`config.mk`:
```
export PLATFORM = sky130hd
export DESIGN_NAME = ssd_scan_ctrl
export DESIGN_NICKNAME = d
export VERILOG_FILES = /design/src/rtl/ssd_pkg.sv /design/src/rtl/ssd_hex_decoder.sv /design/src/rtl/ssd_scan_ctrl.sv
export SDC_FILE = /design/constraint.sdc
export NUM_CORES = 1
export LEC_CHECK = 0
export ABC_AREA = 1
export CORE_MARGIN = 10
export CORE_UTILIZATION = 50
export DETAILED_ROUTE_END_ITERATION = 10
export GPL_TIMING_DRIVEN = 0
export HOLD_SLACK_MARGIN = 0.12
export PLACE_DENSITY_LB_ADDON = 0.15
export SLEW_MARGIN = 20
export SYNTH_ARGS = -nofsm -noshare
export SYNTH_HDL_FRONTEND = slang
export SYNTH_HIERARCHICAL = 1
export SYNTH_SLANG_ARGS = --single-unit
```
`constraint.sdc`:
```
create_clock -name clk -period 2.6 [get_ports clk]
set_input_delay 0.52 -clock clk [delete_from_list [all_inputs] [get_ports clk]]
set_output_delay 0.52 -clock clk [all_outputs]
set_load 0.01 [all_outputs]
```
`src/rtl/ssd_pkg.sv`:
```
// Shared types and constants for the seven-segment scan controller.
// Segment bytes are {a,b,c,d,e,f,g,dp}, active-low.
package ssd_pkg;

    typedef enum logic [1:0] {
        IDLE  = 2'd0,
        BLANK = 2'd1,
        SHOW  = 2'd2
    } state_t;

    localparam logic [7:0] SEG_OFF  = 8'hFF;
    localparam logic [3:0] CTRL_OFF = 4'hF;

    // Hex glyphs 0-F with the decimal point off
    localparam logic [7:0] HEX_SEG [16] = '{
        8'h03, 8'h9F, 8'h25, 8'h0D, 8'h99, 8'h49, 8'h41, 8'h1F,
        8'h01, 8'h09, 8'h11, 8'hC1, 8'h63, 8'h85, 8'h61, 8'h71
    };

    function automatic logic [3:0] digit_enable(input logic [1:0] idx);
        return ~(4'b0001 << idx);
    endfunction

endpackage

```
`src/rtl/ssd_hex_decoder.sv`:
```
// Combinational hex-to-segment decoder; a blanked digit keeps only its dp.
module ssd_hex_decoder
    import ssd_pkg::*;
(
    input  logic [3:0] nibble,
    input  logic       dp,
    input  logic       blank,
    output logic [7:0] segs
);

    logic [7:0] glyph_s;

    assign glyph_s = HEX_SEG[nibble];

    // Select glyph or blank for a-g, then apply the decimal point
    always_comb begin
        segs = SEG_OFF;
        if (blank) begin
            segs[7:1] = 7'h7F;
        end else begin
            segs[7:1] = glyph_s[7:1];
        end
        segs[0] = ~dp;
    end

endmodule

```
`src/rtl/ssd_scan_ctrl.sv`:
```
// Four-digit multiplexed scan controller with per-slot blanking gap and
// frame-synchronous input shadowing to avoid tearing.
module ssd_scan_ctrl
    import ssd_pkg::*;
#(
    parameter int SCAN_DIV  = 100000,
    parameter int BLANK_CYC = 1000
) (
    input  logic        clk,
    input  logic        rst_n,
    input  logic        en,
    input  logic [15:0] digits_in,
    input  logic [3:0]  dp_in,
    input  logic        blank_lz,
    output logic [3:0]  ssd_ctrl,
    output logic [7:0]  ssd_out,
    output logic [1:0]  scan_idx,
    output logic        frame_done
);

    localparam int CW = (SCAN_DIV > 1) ? $clog2(SCAN_DIV) : 1;
    localparam logic [CW-1:0] SLOT_LAST  = CW'(SCAN_DIV - 1);
    localparam logic [CW-1:0] BLANK_LAST = CW'(BLANK_CYC - 1);
    localparam logic [CW-1:0] CNT_ONE    = CW'(1);
    localparam state_t SLOT_START = (BLANK_CYC == 0) ? SHOW : BLANK;

    state_t      state_r, state_s;
    logic [CW-1:0] cnt_r, cnt_s;
    logic [1:0]  idx_r, idx_s;
    logic [15:0] sh_digits_r, sh_digits_s;
    logic [3:0]  sh_dp_r, sh_dp_s;
    logic        sh_lz_r, sh_lz_s;
    logic        frame_s;

    logic [3:0]  ctrl_r;
    logic [7:0]  segs_r;
    logic        frame_done_r;

    logic [3:0]  nib_s;
    logic        dp_s;
    logic        blank_s;
    logic [7:0]  seg_s;

    // Next-state, slot counter, digit index and shadow reload
    always_comb begin
        state_s     = state_r;
        cnt_s       = cnt_r;
        idx_s       = idx_r;
        sh_digits_s = sh_digits_r;
        sh_dp_s     = sh_dp_r;
        sh_lz_s     = sh_lz_r;
        frame_s     = 1'b0;
        if (!en) begin
            state_s = IDLE;
            cnt_s   = '0;
            idx_s   = 2'd0;
        end else begin
            case (state_r)
                IDLE: begin
                    state_s     = SLOT_START;
                    cnt_s       = '0;
                    idx_s       = 2'd0;
                    sh_digits_s = digits_in;
                    sh_dp_s     = dp_in;
                    sh_lz_s     = blank_lz;
                end
                BLANK, SHOW: begin
                    if (cnt_r == SLOT_LAST) begin
                        state_s = SLOT_START;
                        cnt_s   = '0;
                        idx_s   = idx_r + 2'd1;
                        if (idx_r == 2'd3) begin
                            frame_s     = 1'b1;
                            sh_digits_s = digits_in;
                            sh_dp_s     = dp_in;
                            sh_lz_s     = blank_lz;
                        end else begin
                            frame_s = 1'b0;
                        end
                    end else begin
                        cnt_s = cnt_r + CNT_ONE;
                        if ((state_r == BLANK) && (cnt_r == BLANK_LAST)) begin
                            state_s = SHOW;
                        end else begin
                            state_s = state_r;
                        end
                    end
                end
                default: begin
                    state_s = IDLE;
                    cnt_s   = '0;
                    idx_s   = 2'd0;
                end
            endcase
        end
    end

    // Pick the digit for the upcoming cycle; a digit is a leading zero only
    // when it and every digit to its left are zero
    always_comb begin
        nib_s   = sh_digits_s[{idx_s, 2'b00} +: 4];
        dp_s    = sh_dp_s[idx_s];
        blank_s = 1'b0;
        case (idx_s)
            2'd3:    blank_s = sh_lz_s && (sh_digits_s[15:12] == 4'h0);
            2'd2:    blank_s = sh_lz_s && (sh_digits_s[15:8] == 8'h00);
            2'd1:    blank_s = sh_lz_s && (sh_digits_s[15:4] == 12'h000);
            default: blank_s = 1'b0;
        endcase
    end

    ssd_hex_decoder u_dec (
        .nibble (nib_s),
        .dp     (dp_s),
        .blank  (blank_s),
        .segs   (seg_s)
    );

    // Scan state, counter and shadow registers
    always_ff @(posedge clk or negedge rst_n) begin
        if (!rst_n) begin
            state_r     <= IDLE;
            cnt_r       <= '0;
            idx_r       <= 2'd0;
            sh_digits_r <= 16'h0000;
            sh_dp_r     <= 4'h0;
            sh_lz_r     <= 1'b0;
        end else begin
            state_r     <= state_s;
            cnt_r       <= cnt_s;
            idx_r       <= idx_s;
            sh_digits_r <= sh_digits_s;
            sh_dp_r     <= sh_dp_s;
            sh_lz_r     <= sh_lz_s;
        end
    end

    // Registered pin drivers, aligned with the state they describe
    always_ff @(posedge clk or negedge rst_n) begin
        if (!rst_n) begin
            ctrl_r       <= CTRL_OFF;
            segs_r       <= SEG_OFF;
            frame_done_r <= 1'b0;
        end else begin
            frame_done_r <= frame_s;
            case (state_s)
                SHOW: begin
                    ctrl_r <= digit_enable(idx_s);
                    segs_r <= seg_s;
                end
                BLANK: begin
                    ctrl_r <= CTRL_OFF;
                    segs_r <= seg_s;
                end
                default: begin
                    ctrl_r <= CTRL_OFF;
                    segs_r <= SEG_OFF;
                end
            endcase
        end
    end

    assign ssd_ctrl   = ctrl_r;
    assign ssd_out    = segs_r;
    assign scan_idx   = idx_r;
    assign frame_done = frame_done_r;

endmodule

```
**After elaboration in Yosys (flattened, before gate mapping)**

Memory sizes are Yosys's and may differ from the RTL's.
Index checks and enable logic that the tools add are counted.

- Register bits after elaboration: 55
- ROM bits: 128
- Bits of input ports: 24
- Output and inout bits: 15
- Logic and storage cells: 73
- Memories kept: 1

Memories:

| name | words | bits a word | read ports | clocked after Yosys merged registers in | write ports | RTL line | RTL |
|---|---|---|---|---|---|---|---|
| (name not given) | 16 | 8 | 1 | 0 | 0 | ssd_hex_decoder.sv:13 | `assign glyph_s = HEX_SEG[nibble];` |

- $add $sub $neg: 2
- Order comparisons: 2
- Equal/unequal tests: 10
- Shifts and indexed selects: 2
- Multiplexer cells: 34
- Bitwise logic cells: 3
- Reduce and logical (&&, ||, !) cells: 10

Operators by type and width:

| cell | count |
|---|---|
| 2-to-1 mux 17 bit | 3 |
| 2-to-1 mux 16 bit | 3 |
| one-hot mux 16 bit (2 select lines) | 1 |
| 2-to-1 mux 8 bit | 3 |
| adder 17 x 1 -> 17 bit, second input constant | 1 |
| equality test 17 x 10 -> 1 bit, second input constant | 1 |
| equality test 17 bit, second input constant | 1 |
| 2-to-1 mux 4 bit | 4 |
| indexed part select 16 x 5 -> 4 bit | 1 |
| zero test 12 bit | 1 |
| 2-to-1 mux 2 bit | 6 |
| equality test 2 bit, second input constant | 5 |
| zero test 8 bit | 1 |
| 2-to-1 mux 1 bit | 8 |
| one-hot mux 4 bit (2 select lines) | 1 |
| 2-to-1 mux 7 bit | 1 |
| equality test 2 x 1 -> 1 bit, second input constant | 3 |
| >= comparator 5 bit, second input constant | 1 |
| inverter 4 -> 5 bit | 1 |
| logical AND 1 bit | 4 |
| zero test 4 bit | 1 |
| inverter 4 bit | 1 |
| one-hot mux 2 bit (2 select lines) | 1 |
| OR reduction 2 bit | 2 |
| other kinds (8) | 8 |

**Depth between registers and ports, before layout**

Gate-level depths: netlist (run 1).

- Depth after elaboration: 12
- Gate-level depth with buffers: 21
- Mapped depth without buffers: 20

**Cells and area by module**

Netlist (run 1), hierarchy kept.

By module, submodules not included:

| module | instances | cells an instance | area an instance (um2) | sequential area each (um2) |
|---|---|---|---|---|
| ssd_scan_ctrl | 1 | 312 | 2757.6 | 1391.3 |
| ssd_hex_decoder | 1 | 52 | 297.8 | 0.0 |

**Worst setup path before layout (run 1)**

No wires, ideal clock.

- Path kind: flip-flop to flip-flop
- Start: reg state_r[0]
- End: reg segs_r[4] (netlist: ssd_out[4])
- Library setup time: 84 ps
- Arrival time: 2735 ps
- Setup slack: -219 ps
- Cell stages (with the launch flop): 20
- Period minus slack after synthesis: 2819 ps
- Cells stage by stage: dfrtp_1 -> inv_1 -> ha_1 -> nand2_1 -> nor2_1 -> nand4_1 -> nand2_1 -> buf_4 -> nand2_1 -> nand2_2 -> inv_2 -> o21ai_1 -> a21oi_1 -> a21oi_1 -> inv_1 -> ha_1 -> nand2_1 -> nand3_1 -> nand3_1 -> or2_2

- Word-level cells in the longest chain between the ends: 11

Ends and longest elaborated chain:

| what | RTL line | RTL |
|---|---|---|
| from (decl) | ssd_scan_ctrl.sv:27 | `state_t state_r, state_s;` |
| from (signal assigned) | ssd_scan_ctrl.sv:129 | `state_r <= state_s;` |
| equality test 2 x 1 -> 1 bit or equality test 2 bit (tied branches) | ssd_scan_ctrl.sv:58 | `case (state_r)` |
| OR reduction 2 bit | ssd_scan_ctrl.sv:58 |  |
| one-hot mux 16 bit (2 select lines) * | ssd_scan_ctrl.sv:58 |  |
| 2-to-1 mux 16 bit * | ssd_scan_ctrl.sv:53 | `if (!en) begin` |
| net sh_digits_s[8] | ssd_scan_ctrl.sv:30 | `logic [15:0] sh_digits_r, sh_digits_s;` |
| indexed part select 16 x 5 -> 4 bit * | ssd_scan_ctrl.sv:101 | `nib_s = sh_digits_s[{idx_s, 2'b00} +: 4];` |
| net nib_s[0] | ssd_scan_ctrl.sv:39 | `logic [3:0] nib_s;` |
| inverter 4 -> 5 bit (implied by the code) * | ssd_hex_decoder.sv:13 |  |
| memory read (16 x 8 bit) * | - |  |
| 2-to-1 mux 8 bit (implied by the code) * (2 in series) | ssd_hex_decoder.sv:13 |  |
| 2-to-1 mux 7 bit * | ssd_hex_decoder.sv:18 | `if (blank) begin` |
| net seg_s[4] | ssd_scan_ctrl.sv:42 | `logic [7:0] seg_s;` |
| 2-to-1 mux 8 bit * | ssd_scan_ctrl.sv:146 | `case (state_s)` |
| to (signal assigned) | ssd_scan_ctrl.sv:149 | `segs_r <= seg_s;` |
| to (signal assigned) | ssd_scan_ctrl.sv:153 | `segs_r <= seg_s;` |
| to (decl) | ssd_scan_ctrl.sv:36 | `logic [7:0] segs_r;` |

The timed path passes the listed nets; every way through them passes the cells marked *. The select of a mux whose other input is x is not followed.

**Worst setup path in the final report (run 1)**

- Start: reg state_r[0]
- End: reg segs_r[7] (netlist: ssd_out[7])

The elaborated chain is that of the path after synthesis.

==> results.json, run 1 <==
{
  "worst_slack_ps": -249,
  "multiInputGateArea_mm2": 0.00177,
  "timing.critical_path.from_type": "flip-flop",
  "chipHeight_um": 98.2,
  "placeableCoreArea_mm2": 0.00592,
  "yosys.area.top_type_share_pct": 35.2,
  "biggest_area_contributors_in_the_synthesized_netlist": "dfrtp_1, nand2_1, dfstp_2",
  "antenna_left": 0,
  "areaGrowthSynthToFinish_pct": 46.2,
  "syn-mean-instance-area_um2": 8.39,
  "layout_worst_path_cycle_share_pct": 110,
  "synth_area_mm2": 0.00306,
  "ys_dominant_reg_cell": "dfrtp_1",
  "unrepaired_setup_endpoints_after_global_routing": "true",
  "end_kind": "flip-flop",
  "pwr_density_cell_mw_per_mm2": 475,
  "final.min_clock_period_ps": 2850,
  "power_leakage_uw": 0.00211,
  "failed_checks": "setup timing",
  "synth_common_cells": "nand2_1, dfrtp_1, inv_1, nor2_1, nand3_1",
  "fmax_ghz": 0.351,
  "grt_remaining_overflow": 0,
  "wl_per_cell_um": 15.6,
  "floorplan.rows": 28,
  "cts_buffers": 5,
  "first_pass_grt_wire_length_um": 12900,
  "globalplace.congestion": 0.795,
  "floorplan.initialDensity_pct": 51.6,
  "grt_util_all_layers_pct": 15.8,
  "layout.filler_cells": 396,
  "cap_violations": 0,
  "yosysMostFrequentCell": "nand2_1",
  "relSlewSlack_pct": 54.0,
  "vdd.ir_drop.worst_v": 0.000402,
  "worst_pin_slew_ps": 690,
  "antenna_found_initial": 0,
  "synth-edff-count": 0,
  "route.final.wire_length_um": 8490,
  "timing.final.max_slew_violations": 0,
  "clk-insertion-delay-late_ps": 320,
  "diodes_inserted": 0,
  "finalSetupViolCount": 7,
  "synth-seq-cells": 55,
  "die_width_um": 98.2,
  "netlist.top_cell.by_area": "dfrtp_1",
  "detail_route.iter0.violations": 109,
  "drt_first_pass_iters": 4,
  "totalNegativeSetupSlack_ps": -1470,
  "drc": 0,
  "synthesis.nets": 405,
  "fp.dieArea_mm2": 0.00964,
  "top_level_ports": 39,
  "power_uw": 2120,
  "post_route_cells_drive_above_1_share_pct": 40.5,
  "route.detailed.vias_per_inst": 5.23,
  "design.final.nets": 509,
  "worstReg2RegStart": "state_r[0]",
  "grt_start_max_net_pins": 56,
  "worst_hold_path_type": "input pin to asynchronous set/reset pin",
  "clock_path_buffers": 2,
  "clk_pin_slew_worst_paths_ps": 100,
  "report.final.hold_viol_count": 0,
  "sequential_cell_area_mm2": 0.00139,
  "arrival_ps": 3100,
  "postSynth.asyncResetShare_pct": 100,
  "critical_path_fanout_max": 5,
  "critical_path_required_ps": 2850,
  "result_of_the_run": "finished with violations",
  "netlist-cell-type-count": 36,
  "cts.sinks": 55,
  "cts.root.buffer_cell": "clkbuf_8",
  "dpl_worst_slack_ps": -695,
  "portBuffers": 38,
  "yosysWarningCount": 6,
  "num_vias": 2843,
  "worst-setup-path-type": "flip-flop to flip-flop",
  "h_tree_depth": 2,
  "grt_pass1_vias": 2799,
  "timing.clock.skew_ps": 8.77,
  "cts_tree": "built",
  "synthCells": 364,
  "dpl.hpwl_um": 4920,
  "synth_seq_area_share_pct": 45.5,
  "critical_path.startpoint": "state_r[0]"
}
-- through the flow --
step                      cells  utilization (%)  hold slack, ps  area (µm²)
final                       544             75.5             231        4470
after global routing        544             75.5             275        4470
after floorplan             364                -             224        3100
after global placement      477             60.4             456        3580
after CTS                   527             71.2             262        4220
after detailed placement    477             60.4             465        3570
-- placed cells by master, fill, tap and decap left out, types with 10 or more instances in the layout --
cell type,n
dfrtp_1,43
dfstp_2,12
buf_6,10
nor2_1,32
nand2_1,78
inv_2,15
inv_1,22
buf_4,54
clkdlybuf4s50_1,36
nand3_1,17
nand2_2,21
-- final timing paths --
path / to / slack (ps) / cells after the start
hold / removal: cnt_r[8] / 230 / 1
max in group asynchronous: sh_digits_r[6] / 1910 / 1
setup reg to reg: ssd_out[7] / -250 / 18
hold reg to reg: sh_lz_r / 490 / 2
setup / recovery: ssd_out[7] / -250 / 18
min in group clk: sh_lz_r / 490 / 2
-- logic make-up (layout without fill, tap and decap cells) --
logic type / Yosys count / in the layout / synth area share [%]
buffers and inverters: 50 / 155 / 7.25
adder cells (fa/ha/maj): 17 / 17 / 6.96
flip-flops: 55 / 55 / 45.5
AO/OA/AOI/OAI: 44 / 44 / 10.0
AND/OR/NAND/NOR: 194 / 194 / 29.1
XOR/XNOR: 4 / 4 / 1.15
-- worst max-delay path, stage by stage (launching register included) --
cell	delay, ps
dfrtp_1	400
inv_2	70
ha_4	290
nand2_4	80
nor2_4	110
nand4_1	180
nand2_2	160
buf_6	130
nand2_1	120
nand2_2	110
o21ai_2	80
o22ai_4	230
inv_4	110
ha_4	190
inv_2	70
nand2_2	70
nand3_2	90
nand3_2	70
or2_4	220
-- report_power, final --
group / switching (µW) / internal (µW)
registers: 26.7 / 951
logic: 349 / 320
clock network: 288 / 189
-- what timing repair did --
item,CTS,global route
gates cloned,1,0
hold buffers,0,0
pin swaps,27,29
buffers inserted,41,18
endpoints found under the setup margin,7,8
gates resized for setup,67,31
-- layer usage --
layer  vias to the layer above  global-route usage (%)  part of all wire [%]
li1                       1374                       -                     -
met1                      1340                    17.7                    40
met2                       101                    28.2                    51
met3                        28                    3.31                   5.2
met4                         0                    7.17                   3.8
met5                         -                       0                     0
-- layout make-up --
cell class	instances	share of cell area, %
buffer	8	1.88
multi-input combinational	259	39.7
tap	75	2.10
clock buffer	6	1.62
inverter	42	3.84
sequential	55	31.1
timing repair buffer	97	19.5
clock inverter	2	0.280
-- sequential cells by signal (all words and copies together), names as in the netlist --
| register | flops |
|---|---|
| frame_done | 1 |
| sh_lz_r | 1 |
| sh_digits_r | 16 |
| scan_idx | 2 |
| cnt_r | 17 |
| ssd_ctrl | 4 |
| state_r | 2 |
| ssd_out | 8 |
| sh_dp_r | 4 |
Note: power is estimated with default switching activity, not from simulation.
==> inputs of run 2 (changes only) <==
--- a/config.mk
+++ b/config.mk
@@ -6,6 +6,7 @@
 export NUM_CORES = 1
 export LEC_CHECK = 0
 export ABC_AREA = 1
+export ABC_CLOCK_PERIOD_IN_PS = 2600
 export CORE_MARGIN = 10
 export CORE_UTILIZATION = 50
 export DETAILED_ROUTE_END_ITERATION = 10
==> results of run 2 <==
The final DEF is identical to that of run 1; final timing and power are the same.
==> inputs of run 3 (changes only) <==
--- a/config.mk
+++ b/config.mk
@@ -7,12 +7,15 @@
 export LEC_CHECK = 0
 export ABC_AREA = 1
 export ABC_CLOCK_PERIOD_IN_PS = 2600
+export CELL_PAD_IN_SITES_DETAIL_PLACEMENT = 0
+export CELL_PAD_IN_SITES_GLOBAL_PLACEMENT = 1
 export CORE_MARGIN = 10
-export CORE_UTILIZATION = 50
+export CORE_UTILIZATION = 37
 export DETAILED_ROUTE_END_ITERATION = 10
 export GPL_TIMING_DRIVEN = 0
 export HOLD_SLACK_MARGIN = 0.12
 export PLACE_DENSITY_LB_ADDON = 0.15
+export SETUP_SLACK_MARGIN = 0.15
 export SLEW_MARGIN = 20
 export SYNTH_ARGS = -nofsm -noshare
 export SYNTH_HDL_FRONTEND = slang
==> run 3 against run 2 <==
The run still ends with setup timing left. Clock power up 20%. Non-clock buffer count down 5. Sequential power about the same. Sequential cell count unchanged. Hold slack better by 28 ps. Final cell count up 4.8%. Highest routed layer unchanged.
==> results.json, run 3 (synthesis gave the netlist of run 1 again) <==
{
  "result_of_the_run": "finished with violations",
  "failed_checks": "setup timing",
  "chipHeight_um": 111,
  "clk_pin_slew_worst_paths_ps": 100,
  "switching_share_pct": 29.0,
  "layout_common_cells": "nand2_1, buf_4, dfrtp_1, clkdlybuf4s50_1, nor2_1",
  "layout_worst_path_cycle_share_pct": 104,
  "critical_path.reg2reg.endpoint": "ssd_out[4]",
  "top_level_ports": 39,
  "instance_count_after_placement_with_tap_cells_included": 507,
  "worstRegToRegCells": 19,
  "antenna_found_initial": 0,
  "clockPowerShare_pct": 25.9,
  "clk-insertion-delay-late_ps": 310,
  "hold_buffers": 0,
  "drt_first_pass_iters": 4,
  "cap_violations": 0,
  "drt-met1-wl_um": 3530,
  "diodes_inserted": 0,
  "layout.filler_cells": 742,
  "relSlewSlack_pct": 53.0,
  "cts.root.buffer_cell": "clkbuf_8",
  "timing.clock.skew_ps": 8.14,
  "unrepaired_setup_endpoints_after_global_routing": "true",
  "top_signal_layer_used": "met4",
  "power_leakage_uw": 0.00210,
  "portBuffers": 38,
  "drc": 0,
  "worst_path_most_repeated_cell": "nand2_2",
  "clock_path_buffers": 2,
  "worst_slack_ps": -113,
  "globalplace.congestion": 0.805,
  "vdd.ir_drop.worst_v": 0.000232,
  "critical_path_fanout_max": 5,
  "grt_pass1_vias": 2825,
  "cts.sinks": 55,
  "grt_util_all_layers_pct": 12.8,
  "placeableCoreArea_mm2": 0.00813,
  "report.final.hold_viol_count": 0,
  "power_switching_uw": 638,
  "timing.final.max_slew_violations": 0,
  "die_width_um": 111,
  "path_cells": "inv_2 -> ha_4 -> nand2_4 -> nor2_4 -> nand4_1 -> nand2_2 -> buf_6 -> nand2_2 -> nand2_2 -> inv_2 -> o21ai_4 -> a21oi_2 -> a21oi_2 -> inv_2 -> ha_4 -> nand2_2 -> nand3_2 -> nand3_2 -> or2_4",
  "design.final.nets": 505,
  "share_seq_of_total_power_pct": 44.4,
  "finalSetupViolCount": 7,
  "route.detailed.vias_per_inst": 4.79,
  "met2_wirelength_um": 4030,
  "largest_register_by_flop_count": "cnt_r",
  "fp.dieArea_mm2": 0.0123,
  "pwr-share-comb_pct": 29.7,
  "largest_register_ff_count": 17,
  "num_vias": 2729,
  "fmax_ghz": 0.369,
  "detail_route.iter0.violations": 72,
  "timing.critical_path.slowest_stage_cell": "dfrtp_1",
  "route.final.wire_length_um": 7910,
  "power_uw": 2200,
  "worst_pin_slew_ps": 705,
  "worst-setup-path-type": "flip-flop to flip-flop",
  "worstReg2RegStart": "state_r[0]",
  "areaGrowthSynthToFinish_pct": 46.1,
  "final.min_clock_period_ps": 2710,
  "cp_slowest_stage_delay_ps": 430,
  "arrival_ps": 2960,
  "antenna_left": 0,
  "end_kind": "flip-flop",
  "cts_buffers": 5,
  "floorplan.rows": 33,
  "first_pass_grt_wire_length_um": 13400,
  "floorplan.initialDensity_pct": 37.6,
  "post_route_cells_drive_above_1_share_pct": 37.6,
  "final_core_utilization_pct": 54.9,
  "final_common_cell": "nand2_1",
  "worst_hold_path_type": "input pin to asynchronous set/reset pin",
  "cts_tree": "built",
  "h_tree_depth": 2,
  "sequential_cell_area_mm2": 0.00139,
  "multiInputGateArea_mm2": 0.00174,
  "wl_per_cell_um": 13.9,
  "timing.critical_path.from_type": "flip-flop",
  "pwr_density_cell_mw_per_mm2": 493,
  "fin_cells": 570,
  "reg2reg_setup_slack_ps": -110,
  "dpl.hpwl_um": 5250,
  "met3WireLength_um": 247,
  "grt_remaining_overflow": 0,
  "grt_start_max_net_pins": 56,
  "critical_path_required_ps": 2840,
  "power.internal_uw": 1560
}
## run 3: cell types whose count changed in the layout (fill, tap and decap cells not counted), moves of 3 or more
cell     delta
nand3_2     -4
nor2_2      +6
nor2_1      -3
inv_2       -6
buf_4       -6
nand3_1     +5
ha_1        +3
inv_1       +6
nor2_4      -3
## run 3: layout make-up
cell class	instances	area share, %
buffer	8	1.88
tap	105	2.94
sequential	55	31.2
clock inverter	1	0.673
clock buffer	7	1.71
timing repair inverter	1	0.168
inverter	42	3.81
timing repair buffer	92	18.6
multi-input combinational	259	39.0
## run 3: metrics by stage
stage	setup TNS (ps)	hold WS [ps]	setup WS, ps	area, µm²
6_report	-487	259	-113	4460
5_1_grt	-1600	315	-267	4460
4_1_cts	-167	285	-80.8	4350
3_5_place_dp	-4260	462	-691	3640
3_3_place_gp	-39800	454	-787	3640
2_1_floorplan	0	224	60.8	3130
## run 3: worst max-delay path: cells and delay by family, from the launching register on
kind                     cells  cell delay [ps]
buffers and inverters        4              370
AND/OR/NAND/NOR             10              860
adder cells (fa/ha/maj)      2              560
flip-flops                   1              430
AO/OA/AOI/OAI                3              400
## run 3: what timing repair did
action,in CTS,in global routing
pin swaps,30,20
setup buffers,46,7
resized for setup,59,17
cloned,2,0
endpoints found under the hold margin,0,0
setup endpoints to repair,7,8
## run 3: worst max-delay path by stage
stage	endpoint	slack, ps	start
4_1_cts	ssd_out[4]	-80	state_r[0]
2_1_floorplan	ssd_out[7]	60	state_r[0]
6_report	ssd_out[4]	-110	state_r[0]
5_1_grt	ssd_out[4]	-270	state_r[0]
3_5_place_dp	ssd_out[7]	-690	en
3_3_place_gp	sh_digits_r[13]	-790	rst_n
## run 3: power groups by stage
stage	logic [µW]	clock network (µW)	registers, µW
after global placement	485	0	992
final	653	571	977
after CTS	624	598	976
after global routing	725	628	985
after floorplan	301	0	1000
after detailed placement	486	0	994
## run 3: layer usage
metal  GRT usage [%]  vias to the layer above
met2            22.4                       46
li1                -                     1371
met5               0                        -
met1            15.5                     1304
met4            3.47                        0
met3            2.71                        8
